[config.mk]
export PLATFORM = sky130hd
export DESIGN_NAME = gmii_pkt_monitor_flat
export DESIGN_NICKNAME = d
export VERILOG_FILES = /design/src/rtl/gmii_pkg.sv /design/src/rtl/gmii_pkt_monitor_if.sv /design/src/rtl/gmii_crc32.sv /design/src/rtl/gmii_pkt_monitor.sv /design/src/flat_wrapper.sv
export SDC_FILE = /design/constraint.sdc
export NUM_CORES = 1
export LEC_CHECK = 0
export ABC_AREA = 1
export ABC_CLOCK_PERIOD_IN_PS = 2650
export CAP_MARGIN = 20
export CORE_MARGIN = 3
export CORE_UTILIZATION = 30
export CTS_CLUSTER_DIAMETER = 120
export DETAILED_ROUTE_END_ITERATION = 8
export GPL_TIMING_DRIVEN = 0
export SLEW_MARGIN = 20
export SYNTH_ARGS = -nofsm -noshare
export SYNTH_HDL_FRONTEND = slang
export SYNTH_SLANG_ARGS = --single-unit
[constraint.sdc]
create_clock -name clk -period 2.65 [get_ports clk]
set_input_delay 0.3975 -clock clk [delete_from_list [all_inputs] [get_ports clk]]
set_output_delay 0.3975 -clock clk [all_outputs]
set_load 0.01 [all_outputs]
[src/rtl/gmii_pkg.sv]
// Shared constants, state encoding and CRC helper for the GMII frame monitor
// and the planned GMII-side frame generator.
package gmii_pkg;

  localparam logic [7:0]  PREAMBLE_BYTE = 8'h55;
  localparam logic [7:0]  SFD_BYTE      = 8'hD5;
  localparam logic [31:0] CRC_INIT      = 32'hFFFFFFFF;
  localparam logic [31:0] CRC_RESIDUE   = 32'hC704DD7B;
  localparam logic [31:0] CRC_POLY      = 32'h04C11DB7;

  // Status record field widths
  localparam int MAC_W = 48;
  localparam int LEN_W = 16;

  // Preamble bookkeeping: more than PRE_MAX preamble bytes is malformed
  localparam int          PRE_CNT_W = 4;
  localparam logic [3:0]  PRE_MAX   = 4'd7;

  typedef enum logic [2:0] {
    ST_IDLE,
    ST_PRE,
    ST_DA,
    ST_SA,
    ST_BODY,
    ST_DROP
  } state_t;

  // One byte of the IEEE 802.3 CRC32. Wire bits enter LSB first, which is
  // the reflected CRC; the register is kept in non-reflected (MSB-first)
  // orientation, so a frame with a good FCS leaves exactly CRC_RESIDUE.
  function automatic logic [31:0] crc32_byte(input logic [31:0] crc,
                                             input logic [7:0]  data);
    logic [31:0] c;
    logic        fb;
    c = crc;
    for (int i = 0; i < 8; i++) begin
      fb = c[31] ^ data[i];
      c  = {c[30:0], 1'b0};
      if (fb) begin
        c = c ^ CRC_POLY;
      end
    end
    return c;
  endfunction

endpackage

[src/rtl/gmii_pkt_monitor_if.sv]
// Per-frame status record channel: srdy/drdy handshake plus record fields.
interface gmii_pkt_monitor_if;
  import gmii_pkg::*;

  logic             p_srdy;
  logic             p_drdy;
  logic [MAC_W-1:0] p_da;
  logic [MAC_W-1:0] p_sa;
  logic [LEN_W-1:0] p_len;
  logic             p_crc_ok;
  logic             p_runt;
  logic             p_giant;
  logic             p_pre_err;

  // Monitor side: produces records
  modport master (
    output p_srdy, p_da, p_sa, p_len, p_crc_ok, p_runt, p_giant, p_pre_err,
    input  p_drdy
  );

  // Consumer side: scoreboard or stats block
  modport slave (
    input  p_srdy, p_da, p_sa, p_len, p_crc_ok, p_runt, p_giant, p_pre_err,
    output p_drdy
  );

endinterface

[src/rtl/gmii_crc32.sv]
// Byte-wise CRC32 accumulator; init has priority over en.
module gmii_crc32
  import gmii_pkg::*;
(
  input  logic        clk,
  input  logic        reset,
  input  logic        init,
  input  logic        en,
  input  logic [7:0]  d,
  output logic [31:0] crc
);

  logic [31:0] r_crc;

  // Restart on reset/init, otherwise fold in one byte when enabled
  always_ff @(posedge clk) begin
    if (reset || init) begin
      r_crc <= CRC_INIT;
    end else if (en) begin
      r_crc <= crc32_byte(r_crc, d);
    end
  end

  assign crc = r_crc;

endmodule

[src/rtl/gmii_pkt_monitor.sv]
// GMII transmit-side frame checker: strips preamble/SFD, captures DA/SA,
// counts length, checks FCS and emits one status record per frame.
module gmii_pkt_monitor
  import gmii_pkg::*;
#(
  parameter int MAX_LEN = 1518,
  parameter int MIN_LEN = 64,
  parameter int CNT_W   = 16
) (
  input  logic               clk,
  input  logic               reset,
  input  logic               gmii_tx_dv,
  input  logic [7:0]         gmii_txd,
  gmii_pkt_monitor_if.master p_if,
  output logic [CNT_W-1:0]   pkt_cnt,
  output logic [CNT_W-1:0]   ovf_cnt
);

  state_t               r_state;
  state_t               w_state_next;
  logic                 r_wait_dv_low;
  logic [PRE_CNT_W-1:0] r_pre_cnt;
  logic [2:0]           r_byte_idx;
  logic [LEN_W-1:0]     r_len;
  logic [MAC_W-1:0]     r_da;
  logic [MAC_W-1:0]     r_sa;

  logic                 r_srdy;
  logic [MAC_W-1:0]     r_p_da;
  logic [MAC_W-1:0]     r_p_sa;
  logic [LEN_W-1:0]     r_p_len;
  logic                 r_p_crc_ok;
  logic                 r_p_runt;
  logic                 r_p_giant;
  logic                 r_p_pre_err;
  logic [CNT_W-1:0]     r_pkt_cnt;
  logic [CNT_W-1:0]     r_ovf_cnt;

  logic                 w_count;
  logic                 w_frame_end;
  logic                 w_pre_start;
  logic                 w_pre_inc;
  logic                 w_load;
  logic                 w_ovf;
  logic [31:0]          w_crc;
  logic                 w_in_payload;
  logic                 w_rec_crc_ok;
  logic                 w_rec_pre_err;
  logic [5:0]           w_lane;

  // FCS accumulator covers every byte that is counted in the length
  gmii_crc32 u_crc (
    .clk   (clk),
    .reset (reset),
    .init  (w_frame_end),
    .en    (w_count),
    .d     (gmii_txd),
    .crc   (w_crc)
  );

  // Address byte lane decode: byte idx 0 lands in bits [47:40]
  for (genvar gi = 0; gi < 6; gi++) begin : g_lane
    assign w_lane[gi] = (r_byte_idx == 3'(gi));
  end

  // Next-state and per-byte strobes
  always_comb begin
    w_state_next = r_state;
    w_count      = 1'b0;
    w_frame_end  = 1'b0;
    w_pre_start  = 1'b0;
    w_pre_inc    = 1'b0;
    case (r_state)
      ST_IDLE: begin
        // After a reset mid-frame, the rest of that frame is skipped
        if (gmii_tx_dv && !r_wait_dv_low) begin
          if (gmii_txd == PREAMBLE_BYTE) begin
            w_state_next = ST_PRE;
            w_pre_start  = 1'b1;
          end else begin
            w_state_next = ST_DROP;
          end
        end
      end
      ST_PRE: begin
        if (!gmii_tx_dv) begin
          w_state_next = ST_IDLE;
          w_frame_end  = 1'b1;
        end else if (gmii_txd == PREAMBLE_BYTE) begin
          if (r_pre_cnt >= PRE_MAX) begin
            w_state_next = ST_DROP;
          end else begin
            w_pre_inc = 1'b1;
          end
        end else if (gmii_txd == SFD_BYTE) begin
          w_state_next = ST_DA;
        end else begin
          w_state_next = ST_DROP;
        end
      end
      ST_DA, ST_SA: begin
        if (!gmii_tx_dv) begin
          w_state_next = ST_IDLE;
          w_frame_end  = 1'b1;
        end else begin
          w_count = 1'b1;
          if (r_byte_idx == 3'd5) begin
            w_state_next = (r_state == ST_DA) ? ST_SA : ST_BODY;
          end
        end
      end
      ST_BODY: begin
        if (!gmii_tx_dv) begin
          w_state_next = ST_IDLE;
          w_frame_end  = 1'b1;
        end else begin
          w_count = 1'b1;
        end
      end
      ST_DROP: begin
        if (!gmii_tx_dv) begin
          w_state_next = ST_IDLE;
          w_frame_end  = 1'b1;
        end
      end
      default: w_state_next = ST_IDLE;
    endcase
  end

  // State register plus preamble, address-index and length counters
  always_ff @(posedge clk) begin
    if (reset) begin
      r_state       <= ST_IDLE;
      r_wait_dv_low <= gmii_tx_dv;
      r_pre_cnt     <= '0;
      r_byte_idx    <= '0;
      r_len         <= '0;
    end else begin
      r_state <= w_state_next;
      if (!gmii_tx_dv) begin
        r_wait_dv_low <= 1'b0;
      end
      if (w_pre_start) begin
        r_pre_cnt <= PRE_CNT_W'(1);
      end else if (w_pre_inc) begin
        r_pre_cnt <= r_pre_cnt + PRE_CNT_W'(1);
      end else if (w_frame_end) begin
        r_pre_cnt <= '0;
      end
      if (w_frame_end) begin
        r_byte_idx <= '0;
        r_len      <= '0;
      end else if (w_count) begin
        if (r_state != ST_BODY) begin
          r_byte_idx <= (r_byte_idx == 3'd5) ? 3'd0 : r_byte_idx + 3'd1;
        end
        if (r_len != {LEN_W{1'b1}}) begin
          r_len <= r_len + LEN_W'(1);
        end
      end
    end
  end

  // DA/SA capture, positional so short frames leave low bytes at zero
  always_ff @(posedge clk) begin
    if (reset || w_frame_end) begin
      r_da <= '0;
      r_sa <= '0;
    end else begin
      for (int i = 0; i < 6; i++) begin
        if (w_count && (r_state == ST_DA) && w_lane[i]) begin
          r_da[47-8*i -: 8] <= gmii_txd;
        end
        if (w_count && (r_state == ST_SA) && w_lane[i]) begin
          r_sa[47-8*i -: 8] <= gmii_txd;
        end
      end
    end
  end

  // Only frames that got past the SFD can carry a good FCS
  assign w_in_payload  = (r_state == ST_DA) || (r_state == ST_SA) || (r_state == ST_BODY);
  assign w_rec_crc_ok  = w_in_payload && (w_crc == CRC_RESIDUE);
  assign w_rec_pre_err = (r_state == ST_PRE) || (r_state == ST_DROP);

  // A new record may replace one that is being consumed on the same edge
  assign w_load = w_frame_end && (!r_srdy || p_if.p_drdy);
  assign w_ovf  = w_frame_end && r_srdy && !p_if.p_drdy;

  // Status record holding register and handshake
  always_ff @(posedge clk) begin
    if (reset) begin
      r_srdy      <= 1'b0;
      r_p_da      <= '0;
      r_p_sa      <= '0;
      r_p_len     <= '0;
      r_p_crc_ok  <= 1'b0;
      r_p_runt    <= 1'b0;
      r_p_giant   <= 1'b0;
      r_p_pre_err <= 1'b0;
    end else if (w_load) begin
      r_srdy      <= 1'b1;
      r_p_da      <= r_da;
      r_p_sa      <= r_sa;
      r_p_len     <= r_len;
      r_p_crc_ok  <= w_rec_crc_ok;
      r_p_runt    <= (r_len < LEN_W'(MIN_LEN));
      r_p_giant   <= (r_len > LEN_W'(MAX_LEN));
      r_p_pre_err <= w_rec_pre_err;
    end else if (r_srdy && p_if.p_drdy) begin
      r_srdy <= 1'b0;
    end
  end

  // Frame and dropped-record counters, both wrap
  always_ff @(posedge clk) begin
    if (reset) begin
      r_pkt_cnt <= '0;
      r_ovf_cnt <= '0;
    end else begin
      if (w_frame_end) begin
        r_pkt_cnt <= r_pkt_cnt + CNT_W'(1);
      end
      if (w_ovf) begin
        r_ovf_cnt <= r_ovf_cnt + CNT_W'(1);
      end
    end
  end

  assign p_if.p_srdy    = r_srdy;
  assign p_if.p_da      = r_p_da;
  assign p_if.p_sa      = r_p_sa;
  assign p_if.p_len     = r_p_len;
  assign p_if.p_crc_ok  = r_p_crc_ok;
  assign p_if.p_runt    = r_p_runt;
  assign p_if.p_giant   = r_p_giant;
  assign p_if.p_pre_err = r_p_pre_err;
  assign pkt_cnt        = r_pkt_cnt;
  assign ovf_cnt        = r_ovf_cnt;

endmodule
[src/flat_wrapper.sv]
// flat-port wrapper written by rule: the top's interface ports become plain ports
module gmii_pkt_monitor_flat import gmii_pkg::*;
#(
  parameter int MAX_LEN = 1518,
  parameter int MIN_LEN = 64,
  parameter int CNT_W   = 16
)
  (clk, reset, gmii_tx_dv, gmii_txd, pkt_cnt, ovf_cnt, p_if_p_srdy, p_if_p_da, p_if_p_sa, p_if_p_len, p_if_p_crc_ok, p_if_p_runt, p_if_p_giant, p_if_p_pre_err, p_if_p_drdy);
  gmii_pkt_monitor_if p_if_i ();
  input  logic clk;
  input  logic reset;
  input  logic gmii_tx_dv;
  input  logic [7:0] gmii_txd;
  output logic [CNT_W-1:0] pkt_cnt;
  output logic [CNT_W-1:0] ovf_cnt;
  output wire logic [$bits(p_if_i.p_srdy)-1:0] p_if_p_srdy;
  output wire logic [$bits(p_if_i.p_da)-1:0] p_if_p_da;
  output wire logic [$bits(p_if_i.p_sa)-1:0] p_if_p_sa;
  output wire logic [$bits(p_if_i.p_len)-1:0] p_if_p_len;
  output wire logic [$bits(p_if_i.p_crc_ok)-1:0] p_if_p_crc_ok;
  output wire logic [$bits(p_if_i.p_runt)-1:0] p_if_p_runt;
  output wire logic [$bits(p_if_i.p_giant)-1:0] p_if_p_giant;
  output wire logic [$bits(p_if_i.p_pre_err)-1:0] p_if_p_pre_err;
  input wire logic [$bits(p_if_i.p_drdy)-1:0] p_if_p_drdy;
  assign p_if_p_srdy = p_if_i.p_srdy;
  assign p_if_p_da = p_if_i.p_da;
  assign p_if_p_sa = p_if_i.p_sa;
  assign p_if_p_len = p_if_i.p_len;
  assign p_if_p_crc_ok = p_if_i.p_crc_ok;
  assign p_if_p_runt = p_if_i.p_runt;
  assign p_if_p_giant = p_if_i.p_giant;
  assign p_if_p_pre_err = p_if_i.p_pre_err;
  assign p_if_i.p_drdy = p_if_p_drdy;
  gmii_pkt_monitor #(.MAX_LEN(MAX_LEN), .MIN_LEN(MIN_LEN), .CNT_W(CNT_W)) u_core (.clk(clk), .reset(reset), .gmii_tx_dv(gmii_tx_dv), .gmii_txd(gmii_txd), .p_if(p_if_i), .pkt_cnt(pkt_cnt), .ovf_cnt(ovf_cnt));
endmodule
==> results.json <==
{
  "timing.hold.ws_ps": 367,
  "place_congestion": 0.927,
  "startpoint": "gmii_txd[6]",
  "clock_skew_ps": 20.8,
  "crit_required_ps": 3070,
  "antenna_left": 0,
  "layout_commonest_cell": "dfxtp_1",
  "netlist_instances": 1685,
  "wl_met2_mm": 17.5,
  "achievable-frequency_mhz": 470,
  "cts_resized": 0,
  "critical_path_class": "primary input to flip-flop",
  "timing.final.crit_share": 0.803,
  "ys_seq_elements": 304,
  "yosys_warnings": 0,
  "core_area_um2": 41300,
  "wl_met3_mm": 2.46,
  "rsz0062_at_grt": "false",
  "end_kind": "flip-flop",
  "syn_area_per_cell_um2": 7.51,
  "root_buffer": "clkbuf_16",
  "yosysSeqAreaShare": 0.482,
  "cts_tree": "done",
  "grt_pass1_wl_mm": 63.6,
  "via_count": 12000,
  "r2r_slack_ps": 650,
  "outcome": "completed",
  "clock_sinks": 304,
  "routedWlPerCell_um": 16.7,
  "io_buffers": 159,
  "startpoint_type": "primary input",
  "grt_max_degree": 16,
  "dp_hpwl_mm": 29.3,
  "dpl_cell_area_um2": 14900,
  "fin_area_um2": 16000,
  "drt-met1-wl_mm": 19.6,
  "cts_buffers": 34,
  "area_growth_pct": 26.5,
  "slew_headroom": 0.342,
  "grt.overflow.total": 0,
  "ios": 161,
  "synth.cell_area_um2": 12700,
  "crit_fanout": 7,
  "powerDensity_nw_per_um2": 916,
  "drc": 0,
  "max_slew.worst_pin.slew_ps": 987,
  "layout_min_cycle_time_ps": 2130,
  "hold_viol": 0,
  "dieArea_um2": 44700,
  "top_layer_used": "met5",
  "most-common-layout-cells": "dfxtp_1, nor2_1, nand2_1, o21ai_0, a21oi_1",
  "wirelength_mm": 40.7,
  "setup_ws_ps": 523,
  "max-vdd-ir-drop_v": 0.000441,
  "nNetsFinal": 1898,
  "cts_setup_buffers": 0,
  "die_h_um": 211,
  "cts.clk_slew.worst_paths_ps": 70,
  "grt_pass1_vias": 11500,
  "p_leak_nw": 6.50,
  "drive_gt1_frac": 0.0699,
  "finalSetupViolations": 0,
  "dieWidth_um": 211,
  "synthDistinctLibCells": 41,
  "cp.arrival_ps": 2550,
  "start_util": 0.307,
  "synth_nets": 1703,
  "max-cap-violations": 0,
  "min_from": "reset",
  "nFillCells": 4251,
  "rows": 74,
  "drtIter0Drc": 945,
  "post-place-ws_ps": -12.5,
  "holdCritPathClass": "primary input to flip-flop",
  "clockBufferDepth": 3,
  "grt_antenna_before_repair": 2,
  "grt_usage": 0.179,
  "clock_latency_ps": 540,
  "r2r-start": "u_core.r_byte_idx[0]$_SDFFE_PP0P_",
  "hold_buffers": 0,
  "slew_violations": 0,
  "first_pass_iters": 5,
  "drt-vias-per-instance": 4.93,
  "ctsHtreeMaxLevel": 2
}
-- cell families after synthesis --
| group | Yosys count | synth area share |
|---|---|---|
| simple gates | 685 | 0.233 |
| compound gates | 446 | 0.180 |
| flops | 304 | 0.482 |
| buf+inv | 195 | 0.0656 |
| xor+xnor | 49 | 0.0339 |
| fa+ha+maj | 6 | 0.00593 |
-- layer usage --
metal	up-vias	track usage
li1	5977	-
met1	5561	0.253
met2	385	0.278
met3	80	0.0323
met4	4	0.0575
met5	-	0
-- layout make-up --
class                           instances  area, µm²  area share
Antenna cell                            1       2.50    0.000156
Buffer                                 88        429      0.0268
Clock buffer                           49        957      0.0597
Clock inverter                         11        144     0.00898
Inverter                              107        402      0.0251
Multi-Input combinational cell       1186       5730       0.358
Sequential cell                       304       6100       0.381
Tap cell                              532        666      0.0415
Timing Repair Buffer                  159       1590      0.0993
-- worst max-delay path, stage by stage --
cell	delay (ps)
clkdlybuf4s50_1	700
inv_1	180
nand2_1	100
nand2_1	120
nand2_1	90
nand2_1	180
nand2_1	190
nand2_2	130
inv_1	190
nand3_1	100
nand3_1	100
nand2_1	60
-- flip-flops by register name, indices dropped and copies added, names as in the netlist, 3 cells and up --
name,flops
u_core.pkt_cnt,16
u_core.u_crc.crc,32
u_core.r_sa,48
u_core.r_byte_idx,3
u_core.ovf_cnt,16
u_core.r_pre_cnt,4
u_core.r_state,3
u_core.p_if.p_da,48
u_core.p_if.p_len,16
u_core.r_len,16
u_core.p_if.p_sa,48
u_core.r_da,48
-- where the power goes --
group / switching [mW] / internal (mW) / total (mW)
combinational: 2.53 / 1.75 / 4.28
clock: 1.99 / 2.66 / 4.64
sequential: 0.513 / 5.25 / 5.76
-- through the flow --
step | TNS, ps | util | instances | power [mW]
floorplan | 0 | - | 1685 | 8.05
global placement | -13.8 | 0.361 | 2376 | 10.1
detailed placement | -12.5 | 0.361 | 2376 | 10.1
CTS | 0 | 0.388 | 2436 | 14.8
global route | 0 | 0.388 | 2436 | 15.5
finish | 0 | 0.388 | 2437 | 14.7
-- synthesized netlist by cell type --
cell	number	share of area
clkinv_1	1	0.00030
and2_1	1	0.00049
a21oi_1	188	0.074
and3_1	3	0.0015
dfxtp_1	303	0.48
nand4_1	19	0.0094
a31oi_1	3	0.0015
or2_2	2	0.00099
o21bai_1	1	0.00059
buf_6	1	0.00089
nor2_2	4	0.0020
buf_2	25	0.0099
nand2_4	2	0.0018
a21o_1	1	0.00059
o31ai_1	2	0.0012
o211ai_1	7	0.0042
o21a_1	1	0.00059
nand2_2	8	0.0040
buf_4	16	0.0095
nor4_1	3	0.0015
o311ai_0	1	0.00069
nand3b_1	3	0.0018
edfxtp_1	1	0.0024
inv_1	95	0.028
buf_1	3	0.00089
a211oi_1	2	0.0012
nor3_1	29	0.011
xnor2_1	9	0.0062
nor3b_1	3	0.0018
xor2_1	40	0.028
nor2_1	265	0.079
inv_2	11	0.0033
o21ai_1	10	0.0040
nor2_8	2	0.0032
nand3_1	71	0.028
o21ai_0	230	0.091
clkbuf_1	43	0.013
nand3_2	2	0.0016
ha_1	6	0.0059
nor2_4	10	0.0089
nand2_1	258	0.076
-- worst paths after layout --
check / depth (start not counted) / endpoint
hold / removal: 2 / u_core.pkt_cnt[2]$_SDFFE_PP0P_
setup reg to reg: 9 / u_core.r_sa[21]$_SDFFE_PP0P_
hold reg to reg: 2 / u_core.p_if.p_runt$_SDFFE_PP0P_
setup / recovery: 12 / u_core.u_crc.crc[12]$_SDFFE_PP1P_
No activity file was read; power rests on OpenSTA's default activity.
